**src/rtl/cnna_pkg.sv**
```systemverilog
// rtl/cnna_pkg.sv - shared FSM encoding and FIFO depth for the sum RAM drain
package cnna_pkg;

    // Drain sequencer states
    typedef enum logic [1:0] {
        ST_IDLE  = 2'd0,
        ST_RUN   = 2'd1,
        ST_FLUSH = 2'd2,
        ST_DONE  = 2'd3
    } drain_state_t;

    // Output FIFO depth; also the cap on reads issued but not yet consumed
    localparam int FIFO_DEPTH = 4;

endpackage

```
**src/rtl/sync_fifo_fwft.sv**
```systemverilog
// rtl/sync_fifo_fwft.sv - synchronous first-word fall-through FIFO
//
// Ports:
//   clk       clock, rising edge
//   rst       synchronous active-high reset, empties the FIFO
//   s_tvalid  write strobe (ignored when full)
//   s_tdata   write data
//   m_tvalid  head word present
//   m_tdata   head word, forced to 0 while empty
//   m_tready  consumer accepts the head word
module sync_fifo_fwft #(
    parameter int WIDTH = 8,
    parameter int DEPTH = 4
) (
    input  logic             clk,
    input  logic             rst,
    input  logic             s_tvalid,
    input  logic [WIDTH-1:0] s_tdata,
    output logic             m_tvalid,
    output logic [WIDTH-1:0] m_tdata,
    input  logic             m_tready
);

    localparam int AW = (DEPTH > 1) ? $clog2(DEPTH) : 1;
    localparam int CW = $clog2(DEPTH + 1);

    logic [WIDTH-1:0] mem [DEPTH];
    logic [AW-1:0]    wr_ptr;
    logic [AW-1:0]    rd_ptr;
    logic [CW-1:0]    count;
    logic             wr;
    logic             rd;

    always_comb begin
        wr       = s_tvalid && (count < CW'(DEPTH));
        rd       = m_tready && (count != '0);
        m_tvalid = (count != '0);
        // Zero while empty so the output is clean out of reset
        m_tdata  = m_tvalid ? mem[rd_ptr] : '0;
    end

    always_ff @(posedge clk) begin
        if (rst) begin
            wr_ptr <= '0;
            rd_ptr <= '0;
            count  <= '0;
        end else begin
            if (wr) begin
                mem[wr_ptr] <= s_tdata;
                wr_ptr      <= (wr_ptr == AW'(DEPTH - 1)) ? '0 : wr_ptr + 1'b1;
            end
            if (rd) begin
                rd_ptr <= (rd_ptr == AW'(DEPTH - 1)) ? '0 : rd_ptr + 1'b1;
            end
            count <= count + CW'(wr) - CW'(rd);
        end
    end

endmodule

```
**src/rtl/sum_ram_drain.sv**
```systemverilog
// rtl/sum_ram_drain.sv - drains accumulated sums from RAM through bias/round/shift/ReLU/saturate
//
// Ports:
//   I_clk, I_rst             clock and synchronous active-high reset
//   I_start                  launch pulse (ignored while O_busy)
//   I_bank_sel, I_len,       drain parameters, latched on I_start
//   I_bias, I_shift, I_relu_en
//   O_rden, O_raddr          sum RAM read strobe and address
//   I_rdata0, I_rdata1       sum RAM bank read data, C_RD_LAT cycles after the address
//   O_dout_valid, O_dout,    output stream
//   I_dout_ready
//   O_busy, O_done           drain in progress / one-cycle completion pulse
module sum_ram_drain
    import cnna_pkg::*;
#(
    parameter int C_DSIZE  = 24,
    parameter int C_ASIZE  = 10,
    parameter int C_OSIZE  = 8,
    parameter int C_SSIZE  = 5,
    parameter int C_RD_LAT = 2
) (
    input  logic                      I_clk,
    input  logic                      I_rst,
    input  logic                      I_start,
    input  logic                      I_bank_sel,
    input  logic [C_ASIZE:0]          I_len,
    input  logic signed [C_DSIZE-1:0] I_bias,
    input  logic [C_SSIZE-1:0]        I_shift,
    input  logic                      I_relu_en,
    output logic                      O_rden,
    output logic [C_ASIZE-1:0]        O_raddr,
    input  logic signed [C_DSIZE-1:0] I_rdata0,
    input  logic signed [C_DSIZE-1:0] I_rdata1,
    output logic                      O_dout_valid,
    output logic [C_OSIZE-1:0]        O_dout,
    input  logic                      I_dout_ready,
    output logic                      O_busy,
    output logic                      O_done
);

    localparam int CW = $clog2(FIFO_DEPTH + 1);
    // Two guard bits: one for the bias add, one for the rounding add
    localparam int WW = C_DSIZE + 2;
    localparam logic signed [WW-1:0] O_MAX = WW'((2 ** (C_OSIZE - 1)) - 1);
    localparam logic signed [WW-1:0] O_MIN = WW'(-(2 ** (C_OSIZE - 1)));

    drain_state_t              state;
    logic [C_ASIZE:0]          len_q;
    logic [C_ASIZE:0]          n_issued;
    logic                      bank_q;
    logic signed [C_DSIZE-1:0] bias_q;
    logic [C_SSIZE-1:0]        shift_q;
    logic                      relu_q;

    // Reads issued (including the one on O_rden now) whose word has not left the FIFO
    logic [CW-1:0]             cnt;
    logic [CW-1:0]             cnt_after_pop;
    logic [C_RD_LAT-1:0]       vpipe;

    logic                      pop;
    logic                      room;
    logic                      issue;
    logic                      data_valid;
    logic signed [C_DSIZE-1:0] rdata_sel;
    logic signed [WW-1:0]      sum_w;
    logic signed [WW-1:0]      rnd_w;
    logic signed [WW-1:0]      pre_w;
    logic signed [WW-1:0]      res_w;
    logic [C_OSIZE-1:0]        out_word;

    // Read issue control
    always_comb begin
        pop           = O_dout_valid & I_dout_ready;
        cnt_after_pop = cnt - CW'(pop);
        room          = cnt_after_pop < CW'(FIFO_DEPTH);
        issue         = ((state == ST_IDLE) && I_start && (I_len != '0))
                      || ((state == ST_RUN) && (n_issued != len_q) && room);
        data_valid    = vpipe[C_RD_LAT-1];
    end

    // Arithmetic: bias, round half up, arithmetic shift, ReLU, saturate.
    // The result is registered by the FIFO write, which is the single
    // pipeline stage after the RAM data returns.
    always_comb begin
        rdata_sel = bank_q ? I_rdata1 : I_rdata0;
        sum_w     = WW'(rdata_sel) + WW'(bias_q);
        rnd_w     = '0;
        pre_w     = sum_w;
        if (int'(shift_q) >= C_DSIZE + 1) begin
            res_w = sum_w[WW-1] ? '1 : '0;
        end else if (shift_q != '0) begin
            rnd_w = WW'(1) << (shift_q - 1'b1);
            pre_w = sum_w + rnd_w;
            res_w = pre_w >>> shift_q;
        end else begin
            res_w = sum_w;
        end
        if (relu_q && res_w[WW-1]) begin
            res_w = '0;
        end
        if (res_w > O_MAX) begin
            out_word = O_MAX[C_OSIZE-1:0];
        end else if (res_w < O_MIN) begin
            out_word = O_MIN[C_OSIZE-1:0];
        end else begin
            out_word = res_w[C_OSIZE-1:0];
        end
    end

    always_ff @(posedge I_clk) begin
        if (I_rst) begin
            state    <= ST_IDLE;
            O_rden   <= 1'b0;
            O_raddr  <= '0;
            O_busy   <= 1'b0;
            O_done   <= 1'b0;
            cnt      <= '0;
            vpipe    <= '0;
            n_issued <= '0;
            len_q    <= '0;
            bank_q   <= 1'b0;
            bias_q   <= '0;
            shift_q  <= '0;
            relu_q   <= 1'b0;
        end else begin
            // Tracks which RAM return slots carry data we asked for
            vpipe  <= (vpipe << 1) | C_RD_LAT'(O_rden);
            cnt    <= cnt_after_pop + CW'(issue);
            O_rden <= issue;

            case (state)
                ST_IDLE: begin
                    if (I_start) begin
                        len_q   <= I_len;
                        bank_q  <= I_bank_sel;
                        bias_q  <= I_bias;
                        shift_q <= I_shift;
                        relu_q  <= I_relu_en;
                        O_busy  <= 1'b1;
                        if (I_len == '0) begin
                            state  <= ST_DONE;
                            O_done <= 1'b1;
                        end else begin
                            state    <= ST_RUN;
                            O_raddr  <= '0;
                            n_issued <= (C_ASIZE + 1)'(1);
                        end
                    end
                end
                ST_RUN: begin
                    if (n_issued == len_q) begin
                        state <= ST_FLUSH;
                    end else if (room) begin
                        // O_raddr holds the last address issued
                        O_raddr  <= O_raddr + 1'b1;
                        n_issued <= n_issued + 1'b1;
                    end
                end
                ST_FLUSH: begin
                    if (cnt_after_pop == '0) begin
                        state  <= ST_DONE;
                        O_done <= 1'b1;
                    end
                end
                ST_DONE: begin
                    state  <= ST_IDLE;
                    O_busy <= 1'b0;
                    O_done <= 1'b0;
                end
                default: begin
                    state  <= ST_IDLE;
                    O_busy <= 1'b0;
                    O_done <= 1'b0;
                end
            endcase
        end
    end

    sync_fifo_fwft #(
        .WIDTH (C_OSIZE),
        .DEPTH (FIFO_DEPTH)
    ) u_out_fifo (
        .clk      (I_clk),
        .rst      (I_rst),
        .s_tvalid (data_valid),
        .s_tdata  (out_word),
        .m_tvalid (O_dout_valid),
        .m_tdata  (O_dout),
        .m_tready (I_dout_ready)
    );

endmodule
```
**config.mk**
```make
export PLATFORM = sky130hd
export DESIGN_NAME = sum_ram_drain
export DESIGN_NICKNAME = d
export VERILOG_FILES = /design/src/rtl/cnna_pkg.sv /design/src/rtl/sync_fifo_fwft.sv /design/src/rtl/sum_ram_drain.sv
export SDC_FILE = /design/constraint.sdc
export NUM_CORES = 1
export LEC_CHECK = 0
export ABC_CLOCK_PERIOD_IN_PS = 13200
export CAP_MARGIN = 20
export CORE_MARGIN = 8
export CORE_UTILIZATION = 55
export DETAILED_ROUTE_END_ITERATION = 8
export PLACE_DENSITY = 0.83
export RECOVER_POWER = 25
export SLEW_MARGIN = 30
export SYNTH_ARGS = -nofsm -noshare
export SYNTH_HDL_FRONTEND = slang
export SYNTH_SLANG_ARGS = --single-unit
export TNS_END_PERCENT = 20
```
**constraint.sdc**
```tcl
create_clock -name I_clk -period 13.2 [get_ports I_clk]
set_clock_uncertainty 0.2 [all_clocks]
set_input_delay 2.64 -clock I_clk [delete_from_list [all_inputs] [get_ports I_clk]]
set_output_delay 2.64 -clock I_clk [all_outputs]
set_load 0.02 [all_outputs]
```
After elaboration in Yosys (flattened, before gate mapping)
Memory sizes are Yosys's and may differ from the RTL's. A register that Yosys moved wholly into a read port is not among the register bits.
Cells that the tools add are included.
{"block": "word_totals", "mem_count": 1, "ramBits": 32, "elab_cells": 109, "ff_bits": 80, "output_inout_bits": 22}
{"name": "u_out_fifo.mem", "words": 4, "width": 8, "read_ports": 1, "rd_ports_with_merged_regs": 1, "wr": 1, "line": "sync_fifo_fwft.sv:27", "text": "logic [WIDTH-1:0] mem [DEPTH];"}
{"block": "op_classes", "n_eq_ne": 14, "n_bitwise": 2, "n_mux": 36, "shifts": 2, "order_cmp": 5, "add_sub_neg": 11, "reduce_logical": 22}
{"op": "two-way mux 26 bit", "count": 4}
{"op": "two-way mux 11 bit", "count": 4}
{"op": "two-way mux 10 bit", "count": 4}
{"op": "adder 25 x 26 -> 26 bit", "count": 1}
{"op": "> comparator 26 x 8 -> 1 bit (second input constant)", "count": 1}
{"op": "< comparator 26 x 8 -> 1 bit (second input constant)", "count": 1}
{"op": "<< shifter 1 x 5 -> 26 bit (first input constant)", "count": 1}
{"op": ">>> shifter 26 x 5 -> 26 bit", "count": 1}
{"op": "adder 24 x 24 -> 25 bit", "count": 1}
{"op": "two-way mux 24 bit", "count": 1}
{"op": "two-way mux 8 bit", "count": 3}
{"op": "one-hot mux 11 bit (2 select lines)", "count": 1}
{"op": "one-hot mux 10 bit (2 select lines)", "count": 1}
{"op": "two-way mux 2 bit", "count": 8}
{"op": "adder 11 x 1 -> 11 bit (second input constant)", "count": 1}
{"op": "== test 11 bit", "count": 1}
{"op": "logical NOT 11 bit", "count": 1}
{"op": "!= test 11 bit", "count": 1}
{"op": "nonzero test 11 bit", "count": 1}
{"op": "adder 10 x 1 -> 10 bit (second input constant)", "count": 1}
{"op": "!= test 2 bit (second input constant)", "count": 5}
{"op": "== test 2 bit (second input constant)", "count": 4}
{"op": "one-hot mux 2 bit (4 select lines)", "count": 1}
{"op": "logical AND 1 bit", "count": 7}
{"op": "other kinds (23)", "count": 37}

Logic depth before layout (Yosys ltp)
{"block": "logic_depth", "ltp_word": 11, "mapped_depth": 29, "ltp_nobuf": 25}

By module
Synthesis repeated with hierarchy kept, for this count alone.
{"block": "hier_totals", "hier_cells": 1274, "area_unflattened_um2": 10274.9}
{"module": "sum_ram_drain", "n_inst": 1, "area_each_um2": 8587.0, "cells_each": 1175, "seq_area_each_um2": 1461.4}
{"module": "sync_fifo_fwft", "n_inst": 1, "area_each_um2": 1687.9, "cells_each": 99, "seq_area_each_um2": 1141.1}

Worst setup path before layout
OpenSTA, ideal clock, no wires.
{"block": "synth_path", "path_type": "input -> register", "from": "input port I_rdata1[0]", "to": "memory u_out_fifo.mem[0][1], data pin", "setup_slack_ps": 4898, "required_time_ps": 12706, "t_arrival_ps": 7808, "cell_stages": 26, "cell_sequence": "mux2_2 -> ha_1 -> inv_1 -> fa_1 -> nor2b_4 -> o31a_4 -> o41a_1 -> o21ai_0 -> a21boi_0 -> o21ai_0 -> nor3b_1 -> nor2_1 -> ha_1 -> buf_2 -> a21oi_1 -> o22a_1 -> o21ai_0 -> or4_1 -> nand4_1 -> a2111oi_1 -> a311o_1 -> nor4b_2 -> nor3_1 -> nand4_1 -> o31ai_4 -> a32oi_1"}
{"block": "synth_between", "elab_chain_cells": 11, "word_cells_on_any_way": 13}
{"item": "from (decl)", "line": "sum_ram_drain.sv:33", "text": "input logic signed [C_DSIZE-1:0] I_rdata1,"}
{"item": "two-way mux 24 bit (*)", "line": "sum_ram_drain.sv:85", "text": "rdata_sel = bank_q ? I_rdata1 : I_rdata0;"}
{"item": "adder 24 x 24 -> 25 bit (*)", "line": "sum_ram_drain.sv:86", "text": "sum_w = WW'(rdata_sel) + WW'(bias_q);"}
{"item": "adder 25 x 26 -> 26 bit", "line": "sum_ram_drain.sv:93", "text": "pre_w = sum_w + rnd_w;"}
{"item": ">>> shifter 26 x 5 -> 26 bit", "line": "sum_ram_drain.sv:94", "text": "res_w = pre_w >>> shift_q;"}
{"item": "two-way mux 26 bit", "line": "sum_ram_drain.sv:91", "text": "end else if (shift_q != '0) begin"}
{"item": "two-way mux 26 bit (*)", "line": "sum_ram_drain.sv:89", "text": "if (int'(shift_q) >= C_DSIZE + 1) begin"}
{"item": "logical AND 1 bit", "line": "sum_ram_drain.sv:98", "text": "if (relu_q && res_w[WW-1]) begin"}
{"item": "two-way mux 26 bit (*)", "line": "sum_ram_drain.sv:98"}
{"item": "< comparator 26 x 8 -> 1 bit", "line": "sum_ram_drain.sv:103", "text": "end else if (res_w < O_MIN) begin"}
{"item": "two-way mux 8 bit", "line": "sum_ram_drain.sv:103"}
{"item": "two-way mux 8 bit (*)", "line": "sum_ram_drain.sv:101", "text": "if (res_w > O_MAX) begin"}
{"item": "via out_word[1]", "line": "sum_ram_drain.sv:69", "text": "logic [C_OSIZE-1:0] out_word;"}
{"item": "to (decl)", "line": "sync_fifo_fwft.sv:27"}
The timed path passes the listed nets; every way through them passes the cells marked *.

Worst setup path in the final report
{"block": "layout_path", "from": "input port I_rdata1[1]", "to": "memory u_out_fifo.mem[0][1], data pin"}
The elaborated chain is that of the path after synthesis.

==> results_dict.tcl <==
set metrics [dict create \
    fmax_mhz 98.6 \
    crit_family "compound AO/OA/AOI/OAI gates" \
    p_clk_share_pct 22.0 \
    synth_nets 1511 \
    synthesis.area_sq_um 10500 \
    via_per_inst 6.67 \
    rows 50 \
    grt_usage_pct 30.9 \
    synth-seq-cells 114 \
    layout_setup_ws_ns 3.06 \
    worstReg2RegStart "bank_q$_SDFFE_PP0P_" \
    ys_warn_count 0 \
    postCtsHoldBufs 0 \
    worstPathMaxFanout 21 \
    critPathLaunchType "primary input" \
    dr.first_iter.drc_count 1241 \
    ir_drop_uv 102 \
    violations "capacitance limit, slew limit" \
    clkLatencyLatePin_ns 0.43 \
    clock-sinks 114 \
    clk_path_buf_depth 2 \
    worstPathRequired_ns 13.13 \
    crit_start "I_rdata1[1]" \
    cts.clk_slew.worst_paths_ns 0.06 \
    hold_start "vpipe[0]$_SDFF_PP0_" \
    p_switching_mw 1.05 \
    drive_gt1_share_pct 8.27 \
    worst-path-buf-inv 3 \
    min_period_ns 10.14 \
    max-slew-margin-rel_pct -92.7 \
    start_util_pct 56.1 \
    gp_congestion 1.04 \
    grt_max_degree 65 \
    grt_pass1_vias 10700 \
    cts-buffers-inserted 17 \
    synth_ff_type "dfxtp_1" \
    hold_class "reg -> reg" \
    synth_cells 1348 \
    cpPeakStageDelay_ns 0.79 \
    area_delta_synth_final_pct 18.3 \
    hold_viol_final 0 \
    drt-pass1-iter-count 7 \
    slowest_stage "o21ai_0" \
    power_mw 2.29 \
    async_flop_share_pct 0 \
    vias 11200 \
    synthDistinctLibCells 91 \
    status "complete, but fails checks" \
    postRouteAntennaNets 0 \
    leakagePower_nw 4.93 \
    dp_hpwl_microns 27900 \
    antenna_found_initial 0 \
    grtUsageMet1_pct 39.2 \
    grt_use_met2_pct 49.9 \
    fin_nets 1589 \
    ys_seq_area_share_pct 24.8 \
    drv_cap 1 \
    power_density_nw_per_um2 184 \
    die_y_microns 154 \
    grt_pass1_wl_microns 58000 \
    grt_overflow 0 \
    cts_tree "done" \
    ctsResizeCount 0 \
    tns_ns 0 \
    p_int_mw 1.24 \
    report.final.slew_viol_count 65 \
    drc 0 \
    fill_cells 1546 \
    worstSetupPathType "in -> reg" \
    post-cts-setup-buffers 0 \
    diodes 0 \
    ios 116 \
    worstMarginPinSlew_ns 2.89 \
    cts-root-buf "clkbuf_16" \
    critPathCaptureType "flop" \
    routed_wl_microns 37500 \
    synth_enable_flop_cells 32 \
    cts_max_level 4 \
    die_x_microns 154 \
    use_met3_pct 7.37 \
    place_ws_ns 2.88 \
    portBuffers 115 \
    cp.arrival_ns 10.07 \
    core-area_sq_um 18700 \
    finalSetupViolCount 0 \
    p_comb_share_pct 58.4 \
    switching_share_pct 45.9 \
    period_share_pct 76.8 \
    rsz0062_at_grt "false" \
    die_area_sq_um 23800 \
    p_seq_share_pct 19.6 \
    grt_busiest_layer "met2" \
    wl_per_cell_microns 22.4 \
    synthesis.area_per_instance_sq_um 7.78 \
]
==> sequential cells by signal, indices dropped and copies added (netlist names), 3 cells and up, named ones only <==
signal and count:
len_q 11, cnt 3, n_issued 11, u_out_fifo.count 3, bias_q 24, shift_q 5
O_raddr 10, u_out_fifo.mem 32
==> metrics by stage <==
stage / cells / utilization, % / hold WS (ns) / cell area [sq um]
2_1_floorplan: 1348 / - / 0.214 / 10500
3_3_place_gp: 1641 / 62.9 / 0.218 / 11800
3_5_place_dp: 1641 / 62.9 / 0.231 / 11800
4_1_cts: 1673 / 66.4 / 0.242 / 12400
5_1_grt: 1673 / 66.4 / 0.273 / 12400
6_report: 1673 / 66.4 / 0.243 / 12400
==> synth_stat cells (28+ instances only) <==
| cell type | number | area, sq um |
|---|---|---|
| nor2_1 | 119 | 447 |
| edfxtp_1 | 32 | 961 |
| o21ai_0 | 52 | 260 |
| clkbuf_1 | 54 | 203 |
| nand2_1 | 209 | 785 |
| nand3_1 | 34 | 170 |
| dfxtp_1 | 82 | 1640 |
| inv_1 | 38 | 143 |
| xor2_1 | 44 | 385 |
| a211oi_1 | 30 | 225 |
| nor3_1 | 28 | 140 |
| ha_1 | 66 | 826 |
| a21oi_1 | 128 | 641 |
==> layer usage <==
layer / wire length [microns] / vias to the layer above
met2: 17200 / 642
met1: 15200 / 5249
met5: 0 / -
met4: 1240 / 0
li1: - / 5165
met3: 3820 / 110
==> placed cells by master (no fill, tap or decap), drive strengths merged, types with 21 or more instances in the layout <==
cell | Yosys | final
mux2 | 26 | 26
ha | 66 | 66
o21ai | 61 | 61
and2 | 23 | 23
xnor2 | 23 | 23
a21oi | 129 | 129
inv | 38 | 40
nand2 | 209 | 209
nor3 | 28 | 28
nand4 | 23 | 23
clkdlybuf4s50 | 0 | 114
nand3 | 34 | 34
edfxtp | 32 | 32
dfxtp | 82 | 82
o211ai | 23 | 23
nor2 | 119 | 119
clkbuf | 54 | 21
a211oi | 35 | 35
xor2 | 44 | 44
mux2i | 21 | 21
==> worst paths after layout <==
check / endpoint / slack, ns / cells past startpoint
worst max-delay path: u_out_fifo.mem[0][1]$_DFFE_PP_ / 3.06 / 25
worst min-delay path: vpipe[1]$_SDFF_PP0_ / 0.24 / 1
worst max register to register: u_out_fifo.mem[0][1]$_DFFE_PP_ / 4.94 / 25
worst min register to register: vpipe[1]$_SDFF_PP0_ / 0.24 / 1
==> kinds of logic (layout without fill, tap and decap cells) <==
kind of cell    count (synthesis)  count (layout)  share of synthesized area [%]
buf+inv                       114             205                           4.27
xor+xnor                       68              68                           5.82
fa+ha+maj                      69              69                           8.44
mux                            58              58                           7.15
compound gates                406             406                           26.6
simple gates                  519             519                           22.9
flops                         114             114                           24.8
==> power by group through the flow <==
stage / clock network [mW] / registers [mW] / logic, mW
2_1_floorplan: 0 / 0.446 / 0.913
3_3_place_gp: 0 / 0.452 / 1.27
3_5_place_dp: 0 / 0.455 / 1.28
4_1_cts: 0.505 / 0.449 / 1.30
5_1_grt: 0.522 / 0.454 / 1.43
6_report: 0.504 / 0.449 / 1.34
==> layout make-up <==
class | instances | area [sq um] | area share (%)
clock buffer | 20 | 468 | 3.77
inverter | 40 | 150 | 1.21
sequential | 114 | 2600 | 21.0
timing repair buffer | 133 | 1280 | 10.3
tap | 234 | 293 | 2.36
clock inverter | 12 | 178 | 1.43
multi-input combinational | 1120 | 7450 | 60.0
Note: power is estimated with default switching activity, not from simulation.
